$ cat src/rtl/pipe_stage_reg.sv
// Valid/ready pipeline register with optional two-entry skid buffer.
// Carries NUM_DATA datapath fields plus a control vector whose masked bits read 0 on bubbles.
module pipe_stage_reg #(
    parameter int                    DATA_WIDTH     = 32,
    parameter int                    NUM_DATA       = 3,
    parameter int                    CTRL_WIDTH     = 16,
    parameter int                    SKID           = 1,
    parameter logic [CTRL_WIDTH-1:0] CTRL_KILL_MASK = '1
) (
    input  logic                           clk,
    input  logic                           rstn,
    input  logic                           in_valid,
    output logic                           in_ready,
    input  logic [NUM_DATA*DATA_WIDTH-1:0] in_data,
    input  logic [CTRL_WIDTH-1:0]          in_ctrl,
    output logic                           out_valid,
    input  logic                           out_ready,
    output logic [NUM_DATA*DATA_WIDTH-1:0] out_data,
    output logic [CTRL_WIDTH-1:0]          out_ctrl,
    input  logic                           stall,
    input  logic                           flush,
    output logic [1:0]                     occupancy
);

    localparam int PW = NUM_DATA * DATA_WIDTH;

    typedef enum logic [1:0] {
        ST_EMPTY = 2'd0,
        ST_ONE   = 2'd1,
        ST_FULL  = 2'd2
    } state_t;

    state_t                state_q;
    state_t                state_d;
    logic                  vld_p1;
    logic                  in_xfer;
    logic                  out_xfer;
    logic                  load_main_in;
    logic                  load_main_skid;
    logic                  load_skid;
    logic [PW-1:0]         data_p1;
    logic [CTRL_WIDTH-1:0] ctrl_p1;
    logic [PW-1:0]         skid_data_p1;
    logic [CTRL_WIDTH-1:0] skid_ctrl_p1;

    assign vld_p1   = (state_q != ST_EMPTY);
    assign out_xfer = vld_p1 & out_ready & ~stall;
    assign in_xfer  = in_valid & in_ready;

    always_ff @(posedge clk or negedge rstn) begin
        if (!rstn) begin
            state_q <= ST_EMPTY;
        end else begin
            state_q <= state_d;
        end
    end

    // Flush wins over every transfer; loads are suppressed so held data is untouched.
    always_comb begin
        state_d        = state_q;
        load_main_in   = 1'b0;
        load_main_skid = 1'b0;
        load_skid      = 1'b0;
        if (flush) begin
            state_d = ST_EMPTY;
        end else begin
            case (state_q)
                ST_EMPTY: begin
                    if (in_xfer) begin
                        state_d      = ST_ONE;
                        load_main_in = 1'b1;
                    end
                end
                ST_ONE: begin
                    if (in_xfer && out_xfer) begin
                        load_main_in = 1'b1;
                    end else if (out_xfer) begin
                        state_d = ST_EMPTY;
                    end else if (in_xfer && SKID != 0) begin
                        state_d   = ST_FULL;
                        load_skid = 1'b1;
                    end
                end
                ST_FULL: begin
                    if (out_xfer) begin
                        state_d        = ST_ONE;
                        load_main_skid = 1'b1;
                    end
                end
                default: state_d = ST_EMPTY;
            endcase
        end
    end

    always_comb begin
        out_valid = vld_p1;
        out_data  = data_p1;
        out_ctrl  = vld_p1 ? ctrl_p1 : (ctrl_p1 & ~CTRL_KILL_MASK);
        case (state_q)
            ST_ONE:  occupancy = 2'd1;
            ST_FULL: occupancy = 2'd2;
            default: occupancy = 2'd0;
        endcase
    end

    // ---- stage p1: main and skid entry registers ----
    always_ff @(posedge clk or negedge rstn) begin
        if (!rstn) begin
            data_p1      <= '0;
            ctrl_p1      <= '0;
            skid_data_p1 <= '0;
            skid_ctrl_p1 <= '0;
        end else begin
            if (load_main_in) begin
                data_p1 <= in_data;
                ctrl_p1 <= in_ctrl;
            end else if (load_main_skid) begin
                data_p1 <= skid_data_p1;
                ctrl_p1 <= skid_ctrl_p1;
            end
            if (load_skid) begin
                skid_data_p1 <= in_data;
                skid_ctrl_p1 <= in_ctrl;
            end
        end
    end

    generate
        if (SKID != 0) begin : g_skid
            // Registered ready breaks the out_ready/stall -> in_ready timing path.
            logic in_ready_q;
            always_ff @(posedge clk or negedge rstn) begin
                if (!rstn) begin
                    in_ready_q <= 1'b0;
                end else begin
                    in_ready_q <= (state_d != ST_FULL);
                end
            end
            assign in_ready = in_ready_q;
        end else begin : g_noskid
            assign in_ready = rstn & (~vld_p1 | (out_ready & ~stall));
        end
    endgenerate

endmodule

$ cat config.mk
export PLATFORM = sky130hd
export DESIGN_NAME = pipe_stage_reg
export DESIGN_NICKNAME = d
export VERILOG_FILES = /design/src/rtl/pipe_stage_reg.sv
export SDC_FILE = /design/constraint.sdc
export NUM_CORES = 1
export LEC_CHECK = 0
export ABC_CLOCK_PERIOD_IN_PS = 2300
export CORE_ASPECT_RATIO = 1.4
export CORE_MARGIN = 3
export CORE_UTILIZATION = 45
export CTS_BUF_LIST = sky130_fd_sc_hd__clkbuf_8
export CTS_CLUSTER_DIAMETER = 150
export DETAILED_ROUTE_END_ITERATION = 6
export HOLD_SLACK_MARGIN = 0.08
export PLACE_DENSITY = 0.72
export RECOVER_POWER = 100
export SETUP_SLACK_MARGIN = 0.05
export SLEW_MARGIN = 20
export SYNTH_ARGS = -nofsm -noshare
export SYNTH_HDL_FRONTEND = slang
export SYNTH_SLANG_ARGS = --single-unit
$ cat constraint.sdc
create_clock -name clk -period 2.3 [get_ports clk]
set_input_delay 0.46 -clock clk [delete_from_list [all_inputs] [get_ports clk]]
set_output_delay 0.46 -clock clk [all_outputs]
set_load 0.02 [all_outputs]
==> results of run 1 <==
flip-flops by register name (all words and copies together) (netlist names):
register	cells
out_data	96
skid_data_p1	96
ctrl_p1	16
skid_ctrl_p1	16
state_q	2
in_ready	1
stage by stage:
step	hold WS, ps	total power [mW]	cells	worst slack (ps)	instance area (um^2)
finish	496	12.3	1469	175	13900
global route	508	12.9	1469	94.4	13900
CTS	419	13.1	1468	127	14300
detailed placement	382	9.77	1407	-73.7	13600
global placement	379	9.67	1407	-12.8	13600
floorplan	164	7.98	925	560	10700
critical path: cells and delay by family, from the launching register on:
family / cells / cell delay (ps)
AND/OR/NAND/NOR: 2 / 210
buffers and inverters: 2 / 490
flip-flops: 1 / 450
metal layers:
metal  vias up  share of wire [%]  global-route usage, %
li1       3866                  -                      -
met1      4346                 43                   32.4
met2       325                 49                   37.9
met3        57                5.7                   4.25
met4         0                2.7                   8.73
met5         -                  0                      0
power breakdown:
group | internal [mW] | switching (mW)
clock network | 1.72 | 1.55
logic | 1.54 | 1.68
registers | 5.16 | 0.633
placed cells by master, fill, tap and decap left out, types with 2 or more instances in the layout:
master           Yosys  final
dfrtp_1            227    226
mux2_1               0     80
buf_12               0     17
o311ai_0            30    106
nor2_1              17     16
clkinv_2             0      4
dlygate4sd3_1        0     98
nand3_1            113    113
o21ai_0              2      2
o311ai_1            82      6
o211ai_1           112    112
mux2_2              32     32
clkbuf_8             0     44
nand2b_1             2      2
clkdlybuf4s50_1      0    116
clkbuf_2             0      7
inv_1              115    127
buf_6                9      2
dlygate4sd2_1        0     19
buf_4                1     16
path summary, 6_finish.rpt:
check,slack (ps),startpoint,end,depth (start not counted)
max in group asynchronous,380,rstn,ctrl_p1[3],3
worst min register to register,500,skid_data_p1[82],skid_data_p1[82],1
worst max-delay path,170,state_q[1],out_ctrl[10],4
worst min-delay path,500,skid_data_p1[82],skid_data_p1[82],1
min in group asynchronous,740,rstn,out_data[33],2
worst max register to register,220,state_q[1],out_data[65],5
timing repair:
action                                  4_1_cts  5_1_grt
hold endpoints to repair                     43        0
buffers inserted                              0        0
hold buffers                                  1        0
gates resized for setup                      21        0
endpoints found under the setup margin       19        0
final cells by class:
type / count / area [um^2]
diodes: 1 / 2.50
clock buffers: 44 / 606
clock inverters: 16 / 66.3
fillers: 1971 / 9480
inverters: 116 / 438
multi-input cells: 482 / 3880
flip-flops and latches: 227 / 5680
well taps: 306 / 383
repair buffers: 277 / 2840
logic make-up after synthesis:
| family | after synthesis | synth area share, % |
|---|---|---|
| AO/OA/AOI/OAI | 230 | 17.4 |
| buffers and inverters | 216 | 8.49 |
| AND/OR/NAND/NOR | 140 | 6.64 |
| flip-flops | 227 | 52.9 |
| multiplexers | 112 | 14.6 |
==> results.toml, run 1 <==
[run_status]
status = "finished clean"

[cts]
clock_latency_ps = 510
cts_buffer_depth = 3
clkTransAtPathRegs_ps = 60
cts.sinks = 227
cts_tree = "built"
cts_inserted_buffers = 37
root_buffer = "clkbuf_8"
htree_num_levels = 2

[timing]
rsz0062_at_grt = "false"
clock_skew_ps = 7.60
finalSetupViolCount = 0
relSlewSlack_pct = 13.6
fin_setup_tns_ps = 0
max_freq_mhz = 471
finalHoldViolations = 0
maxSlewViolCount = 0
period_share_pct = 92.4
worst_pin_slew_ps = 1300
fin_crit_ps = 2130

[global_route]
grt_pass1_wl_mm = 49.8
grt_max_degree = 64
globalRouteTotalUtil_pct = 23.8
antenna_found_initial = 1
grt_pass1_vias = 9283
grt_overflow_total = 0

[yosys]
syn_area_per_cell_um2 = 11.6
synth.most_common_cell = "dfrtp_1"
seq_area_frac_synth_pct = 52.9
yosysUniqueCellTypes = 28
synth_cells = 925
synthTopCellsByArea = "dfrtp_1 53%, mux2_4 11%, o211ai_1 7.8%, o311ai_1 6.7%, nand3_1 5.3%"
synth_edf_count = 0
yosys.area.top_type = "dfrtp_1"
synth-main-ff-cell = "dfrtp_1"
ys_seq_elements = 227
yosysWarnings = 0
ys_async_sr_fraction_pct = 100
synth_area_um2 = 10700
netlist.area_leader.share_pct = 52.9
ys_top_cells_by_count = "227 x dfrtp_1, 115 x inv_1, 113 x nand3_1"
syn-num-nets = 1043

[placed_design]
gp_congestion = 0.799
dpl.hpwl_mm = 18.8
port_buffers = 233

[routing]
ant_nets = 0
via_count = 8594
routed_via_density = 5.85
drt_iter0_drc = 547
drc = 0
dr.pass1.iters = 5
wire_per_inst_um = 20.8
wl_mm = 30.6

[worst_setup_path]
worstPathMaxFanout = 17
cp_cell_sequence = "nor2_2 > buf_12 > nor2_1 > dlygate4sd2_1"
cp-end-kind = "primary output"
startpoint_type = "flip-flop"
crit_arrival_ps = 1670
path_class = "reg -> out"
cpPeakStageDelay_ps = 450
cp_slowest_cell = "dfrtp_2"
worstPathRequired_ps = 1840

[finish]
drive_gt1_share_pct = 11.4
final_core_util_pct = 59.5
final_nets = 1259
area_growth_pct = 29.5

[floorplan]
dieArea_um2 = 25800
die_h_um = 189
boundaryPins = 234
die-width_um = 137
num_rows = 66
fp.coreArea_um2 = 23400
start_util_pct = 45.9

[worst_hold_path]
hold_path.class = "reg -> reg"

[power]
power_per_cell_area_nw_per_um2 = 884
ir_drop_v = 0.000451
leakagePower_nw = 5.85

[job]
max-cap-violations = 0
(Power assumes the default switching activity.)
==> run 2, diff against run 1 <==
--- a/config.mk
+++ b/config.mk
@@ -12,11 +12,12 @@
 export CTS_BUF_LIST = sky130_fd_sc_hd__clkbuf_8
 export CTS_CLUSTER_DIAMETER = 150
 export DETAILED_ROUTE_END_ITERATION = 6
+export GPL_ROUTABILITY_DRIVEN = 0
 export HOLD_SLACK_MARGIN = 0.08
 export PLACE_DENSITY = 0.72
 export RECOVER_POWER = 100
 export SETUP_SLACK_MARGIN = 0.05
-export SLEW_MARGIN = 20
+export SLEW_MARGIN = 0
 export SYNTH_ARGS = -nofsm -noshare
 export SYNTH_HDL_FRONTEND = slang
 export SYNTH_SLANG_ARGS = --single-unit
==> results of run 2 <==
The final DEF is identical to that of run 1; final timing and power are the same.
==> variant 1 (flow settings as in run 2) <==
Change the parameter `CTRL_WIDTH` from 16 to 14.
--- a/src/rtl/pipe_stage_reg.sv
+++ b/src/rtl/pipe_stage_reg.sv
@@ -3,7 +3,7 @@
 module pipe_stage_reg #(
     parameter int                    DATA_WIDTH     = 32,
     parameter int                    NUM_DATA       = 3,
-    parameter int                    CTRL_WIDTH     = 16,
+    parameter int                    CTRL_WIDTH     = 14,
     parameter int                    SKID           = 1,
     parameter logic [CTRL_WIDTH-1:0] CTRL_KILL_MASK = '1
 ) (
Interface: changed (resized in_ctrl and out_ctrl); port bits go from 234 to 230. No check against the original RTL was run, so the function may have changed too.
==> variant 1 against run 2 <==
Worst setup slack worse by 81 ps. Synthesized cell count fell by 32%. Design area decreased by 1.9%. Power grew 27%. Sequential cell count down 4. Register-to-register slack worse by 50 ps. Sequential share of layout area is essentially flat. Synthesized area is 4.6% lower. Critical path depth up 3. Via count decreased by 28%. Die area is 4.4% lower. Routed wire length fell by 22%. Combinational power increased by 77%. Critical endpoint is now out_data[0]$_DFFE_PN0P_.
==> variant 1: results (changes against run 2) <==
* Status: completed
* DR vias/cell at 4.98 (-15%)
* TritonCTS Buffers at 37 (unchanged)
* Pre-Repair DR Iteration Count at 4 (-1)
* WP data arrival at 2590 ps (+920 ps)
* Root buffer cell: clkbuf_8
* Final net count at 1028 (-18%)
* Antenna Cells at 0 (-1)
* Worst slew pin tran at 1350 ps (+55.8 ps)
* Hold Path Origin: out_data[35]$_DFFE_PN0P_
* FF-to-FF path depth at 7 (+2)
* Post-synthesis sequential area ratio at 54.5% (+1.6 points)
* Largest net degree at the start of global routing at 59 (-7.8%)
* All-Layer GR Usage at 19.6% (-4.2 points)
* Placement Setup Slack at -293 ps (-219 ps)
* TNS Setup at 0 ps (unchanged)
* Cell Int Power at 10.6 mW (+26%)
* Reg2Reg Launch Point: state_q[0]$_DFF_PN0_
* Leak at 6.05 nW (+3.4%)
* DRT iter0 DRCs at 189 (-65%)
* Antenna-violating nets left at 0 (unchanged)
* Hold Path End: out_data[35]$_DFFE_PN0P_
* VDD IR-drop max at 0.000698 V (+55%)
* Clock Latency Late Sink at 510 ps (about the same)
* Syn nets at 741 (-29%)
* Worst Hold Depth at 1 (unchanged)
* Max FO, Critical Path at 12 (-5)
* Initial antenna violation count at 0 (-1)
* Port-buffer cells at 229 (-1.7%)
* Top_reg_cell synth: dfrtp_1
* Share of cells above drive strength 1 at 40.6% (+29 points)
* Vias in the first global route at 7082 (-24%)
* Reg2reg end: out_data[41]$_DFFE_PN0P_
* Worst R2R Setup Slack at 170 ps (-50 ps)
* Top post-synthesis cells by area: dfrtp_1 (55%), mux2_2 (25%), mux2_4 (15%)
* Clock skew at 12.9 ps (+5.31 ps)
* First-pass GRT wire length at 38.6 mm (-22%)
* Wire per inst at 19.3 um (-7.5%)
* Synth cell types at 22 (-21%)
* Dpl cell area at 13200 um^2 (-2.9%)
* Most instantiated cells after synthesis: mux2_2 (230), dfrtp_1 (223), mux2_4 (100)
* DP HPWL at 17.2 mm (-8.4%)
## variant 1: cell count changes after synthesis, moves of 13 or more
cell      change
inv_1       -114
nor2b_1      +13
clkbuf_1     -61
o211ai_1    -112
nand3_1     -111
nor2_1       -15
o311ai_1     -82
mux2_2      +198
o311ai_0     -30
mux2_4       +20
## variant 1: critical path: stages
cell           delay (ps)
dlygate4sd3_1         550
nand2b_1              150
a211oi_4              330
buf_12                190
clkbuf_4              270
mux2_2                370
mux2_4                260
## variant 1: per-layer routing
metal | wire [um] | vias up | track usage (%) | part of all wire, %
li1 | - | 2815 | - | -
met1 | 9020 | 3133 | 23.0 | 38
met2 | 13100 | 170 | 35.9 | 55
met3 | 1150 | 37 | 4.18 | 4.8
met4 | 548 | 0 | 6.05 | 2.3
met5 | 0 | - | 0 | 0
## variant 1: final cells by class
cell class | count | area, um^2
Clock buffer | 44 | 606
Clock inverter | 23 | 129
Fill cell | 1751 | 8470
Inverter | 1 | 3.75
Multi-Input combinational cell | 364 | 4130
Sequential cell | 223 | 5580
Tap cell | 297 | 372
Timing Repair Buffer | 285 | 2820
## variant 1: kinds of logic (layout without fill, tap and decap cells)
group / after synthesis / after routing / share of synthesized area (%)
buffers and inverters: 38 / 353 / 3.47
DFF: 223 / 223 / 54.5
AOI/OAI and AO/OA: 6 / 6 / 0.416
muxes: 330 / 330 / 40.0
and+or+nand+nor: 28 / 28 / 1.60
## variant 1: worst max-delay path by stage
stage / start / end / slack (ps) / depth (start not counted)
final: out_ready / out_data[0]$_DFFE_PN0P_ / 90 / 7
after global routing: out_ready / out_data[16]$_DFFE_PN0P_ / 30 / 7
after CTS: state_q[1]$_DFF_PN0_ / out_ctrl[1] / 50 / 4
after detailed placement: in_valid / out_data[51]$_DFFE_PN0P_ / -290 / 7
after global placement: in_valid / out_data[85]$_DFFE_PN0P_ / -240 / 7
after floorplan: stall / ctrl_p1[0]$_DFFE_PN0P_ / 310 / 6
## variant 1: repair_timing
action | CTS | global route
buffers inserted | 1 | 1
hold buffers | 1 | 0
gates resized for setup | 28 | 0
endpoints found under the setup margin | 17 | 1
pin swaps | 1 | 1
gates cloned | 1 | 0
hold endpoints to repair | 45 | 0
## variant 1: power groups by stage
stage / registers (mW) / logic (mW) / clock network (mW)
after floorplan: 7.27 / 2.92 / 0
after global placement: 6.49 / 6.31 / 0
after detailed placement: 6.59 / 6.50 / 0
after CTS: 6.55 / 6.51 / 3.53
after global routing: 6.68 / 6.06 / 3.71
final: 6.46 / 5.69 / 3.41
## variant 1: per-stage QoR
stage,hold WS (ps),power (mW),cells,utilization (%)
floorplan,164,10.2,625,-
global placement,400,12.8,1166,59.8
detailed placement,410,13.1,1166,59.8
CTS,440,16.6,1236,63.2
global route,508,16.4,1237,61.7
finish,485,15.6,1237,61.7
==> variant 2 (config.mk and constraints of run 2) <==
Made on the original files. Make the reset (`rstn`) synchronous in 3 clocked blocks.
--- a/src/rtl/pipe_stage_reg.sv
+++ b/src/rtl/pipe_stage_reg.sv
@@ -47,7 +47,7 @@
     assign out_xfer = vld_p1 & out_ready & ~stall;
     assign in_xfer  = in_valid & in_ready;
 
-    always_ff @(posedge clk or negedge rstn) begin
+    always_ff @(posedge clk) begin
         if (!rstn) begin
             state_q <= ST_EMPTY;
         end else begin
@@ -104,7 +104,7 @@
     end
 
     // ---- stage p1: main and skid entry registers ----
-    always_ff @(posedge clk or negedge rstn) begin
+    always_ff @(posedge clk) begin
         if (!rstn) begin
             data_p1      <= '0;
             ctrl_p1      <= '0;
@@ -129,7 +129,7 @@
         if (SKID != 0) begin : g_skid
             // Registered ready breaks the out_ready/stall -> in_ready timing path.
             logic in_ready_q;
-            always_ff @(posedge clk or negedge rstn) begin
+            always_ff @(posedge clk) begin
                 if (!rstn) begin
                     in_ready_q <= 1'b0;
                 end else begin
Formal check against the unedited RTL: differs if rstn is asserted again (counterexample within 4 cycles, from zero or initial values and one cycle with rstn low); with rstn held inactive, the same outputs for 4 cycles.
==> variant 2 against run 2 <==
Via count is 0.13% lower. Sequential cell count stayed put. Count of clock-buffer cells in the layout is 5 higher. Routed wire length is 19% lower. Design area is 11% lower. Global-route usage is 2.0 points lower. Highest routed layer unchanged. Synthesized area is 15% lower. Register-to-register slack better by 40 ps. Critical endpoint is now out_ctrl[3]. Worst setup slack worse by 53 ps. First-iteration DRC count is 6.9% higher. Largest cell class unchanged.
Power is not compared: it rests on default switching activity, and its combinational part moved more than twofold at a synthesized area within 25%.
==> variant 2: results (changes against run 2) <==
* DR vias/cell at 5.27 (-9.9%)
* Fillers at 1761 (-11%)
* Post-synthesis sequential area ratio at 49.6% (-3.3 points)
* DRT iter0 DRCs at 585 (+6.9%)
* Fraction of registers with async set/reset at 0% (-100 points)
* Top post-synthesis cells by area: dfxtp_1 (50%), nand2_1 (18%), a31oi_1 (7.6%)
* Final net count at 1472 (+17%)
* Worst slew pin tran at 821 ps (-475 ps)
* Share of cells above drive strength 1 at 6.83% (-4.6 points)
* Hold Path Origin: rstn
* Clock Latency Late Sink at 500 ps
* FF-to-FF path depth at 6 (+1)
* Dpl cell area at 11700 um^2 (-14%)
* WP data arrival at 1720 ps (+50 ps)
* Status: completed
* Vias in the first global route at 8245 (-11%)
* Reg2Reg Launch Point: state_q[0]$_SDFF_PN0_
* Total congestion overflow at 0 (unchanged)
* Clock skew at 18.9 ps (+11.3 ps)
* First-pass GRT wire length at 40.6 mm (-18%)
* Hold Path End: out_data[42]$_SDFFE_PN0P_
* Largest net degree at the start of global routing at 76 (+19%)
* Worst R2R Setup Slack at 260 ps (+40 ps)
* Max FO, Critical Path at 11 (-6)
* Worst Hold Slack at 426 ps (-70.0 ps)
* Syn nets at 1267 (+21%)
* Reg2reg end: out_data[27]$_SDFFE_PN0P_
* Wire per inst at 15.3 um (-27%)
* TritonCTS Buffers at 38 (+2.7%)
* Synth cell types at 29 (+3.6%)
* Storage cell area at 4540 um^2 (-20%)
* Top_reg_cell synth: dfxtp_1
* All-Layer GR Usage at 21.8% (-2.0 points)
* DP HPWL at 16.1 mm (-14%)
* HP Class: in2reg
variant 2: cell types whose count changed in the layout (fill, tap and decap cells not counted), sizes merged, moves of 12 or more:
cell / run 2 / this run
a21boi: 1 / 112
o211ai: 112 / 0
mux2: 112 / 0
a31oi: 0 / 112
o21ai: 2 / 112
nand3: 114 / 1
dfxtp: 0 / 227
o311ai: 112 / 0
nor2: 17 / 1
buf: 36 / 24
nand2: 0 / 449
dfrtp: 227 / 0
inv: 127 / 11
nor2b: 2 / 17
variant 2: what timing repair did:
action	4_1_cts	5_1_grt
endpoints found under the setup margin	19	2
pin swaps	1	0
buffers inserted	1	0
resized for setup	21	2
variant 2: cells by family after synthesis:
family          count (synthesis)  share of synthesized area, %
compound gates                341                          23.4
flops                         227                          49.6
buf+inv                       104                          6.53
simple gates                  477                          20.5
variant 2: cell type report:
type                            count  area share, %
Tap cell                          252           2.54
Clock buffer                       49           5.44
Multi-Input combinational cell    818           32.7
Sequential cell                   227           36.7
Clock inverter                     13          0.899
Timing Repair Buffer              267           21.7
Antenna cell                        1         0.0202
Inverter                            2         0.0606
variant 2: worst max path at each step:
stage                     startpoint                       endpoint  slack (ps)  cells past startpoint
2_1_floorplan                  stall      out_data[10]$_SDFFE_PN0P_         560                      8
3_3_place_gp                in_valid   skid_ctrl_p1[0]$_SDFFE_PN0P_          50                      7
3_5_place_dp                in_valid  skid_data_p1[72]$_SDFFE_PN0P_         -20                      7
4_1_cts        state_q[0]$_SDFF_PN0_                   occupancy[1]          50                      4
5_1_grt                     in_valid      out_data[43]$_SDFFE_PN0P_          30                      7
6_report       state_q[1]$_SDFF_PN0_                    out_ctrl[3]         120                      4
variant 2: worst max-delay path: stages (launching register included):
cell and delay (ps):
dfxtp_1 460, nor2_4 80, buf_4 180, nor2b_1 130, dlygate4sd2_1 350
variant 2: where the power goes:
| part | switching [mW] | internal (mW) | total [mW] |
|---|---|---|---|
| clock | 1.54 | 2.12 | 3.67 |
| sequential | 0.0608 | 4.05 | 4.11 |
| combinational | 0.416 | 0.432 | 0.848 |
| total | 2.02 | 6.60 | 8.62 |
variant 2: routing by layer:
layer	GRT usage, %	part of all wire, %	vias to the layer above	routed length [um]
li1	-	-	4269	-
met1	25.2	41	4016	10100
met2	38.9	50	239	12600
met3	4.50	5.2	59	1290
met4	8.81	3.7	0	918
met5	0	0	-	0
variant 2: per-stage QoR:
step	setup TNS [ps]	std cells	power, mW	setup slack, ps
floorplan	0	1149	4.59	556
global placement	0	1565	5.09	46.2
detailed placement	-112	1565	5.10	-22.0
CTS	0	1628	8.78	52.2
global route	0	1629	8.97	28.8
finish	0	1629	8.62	122
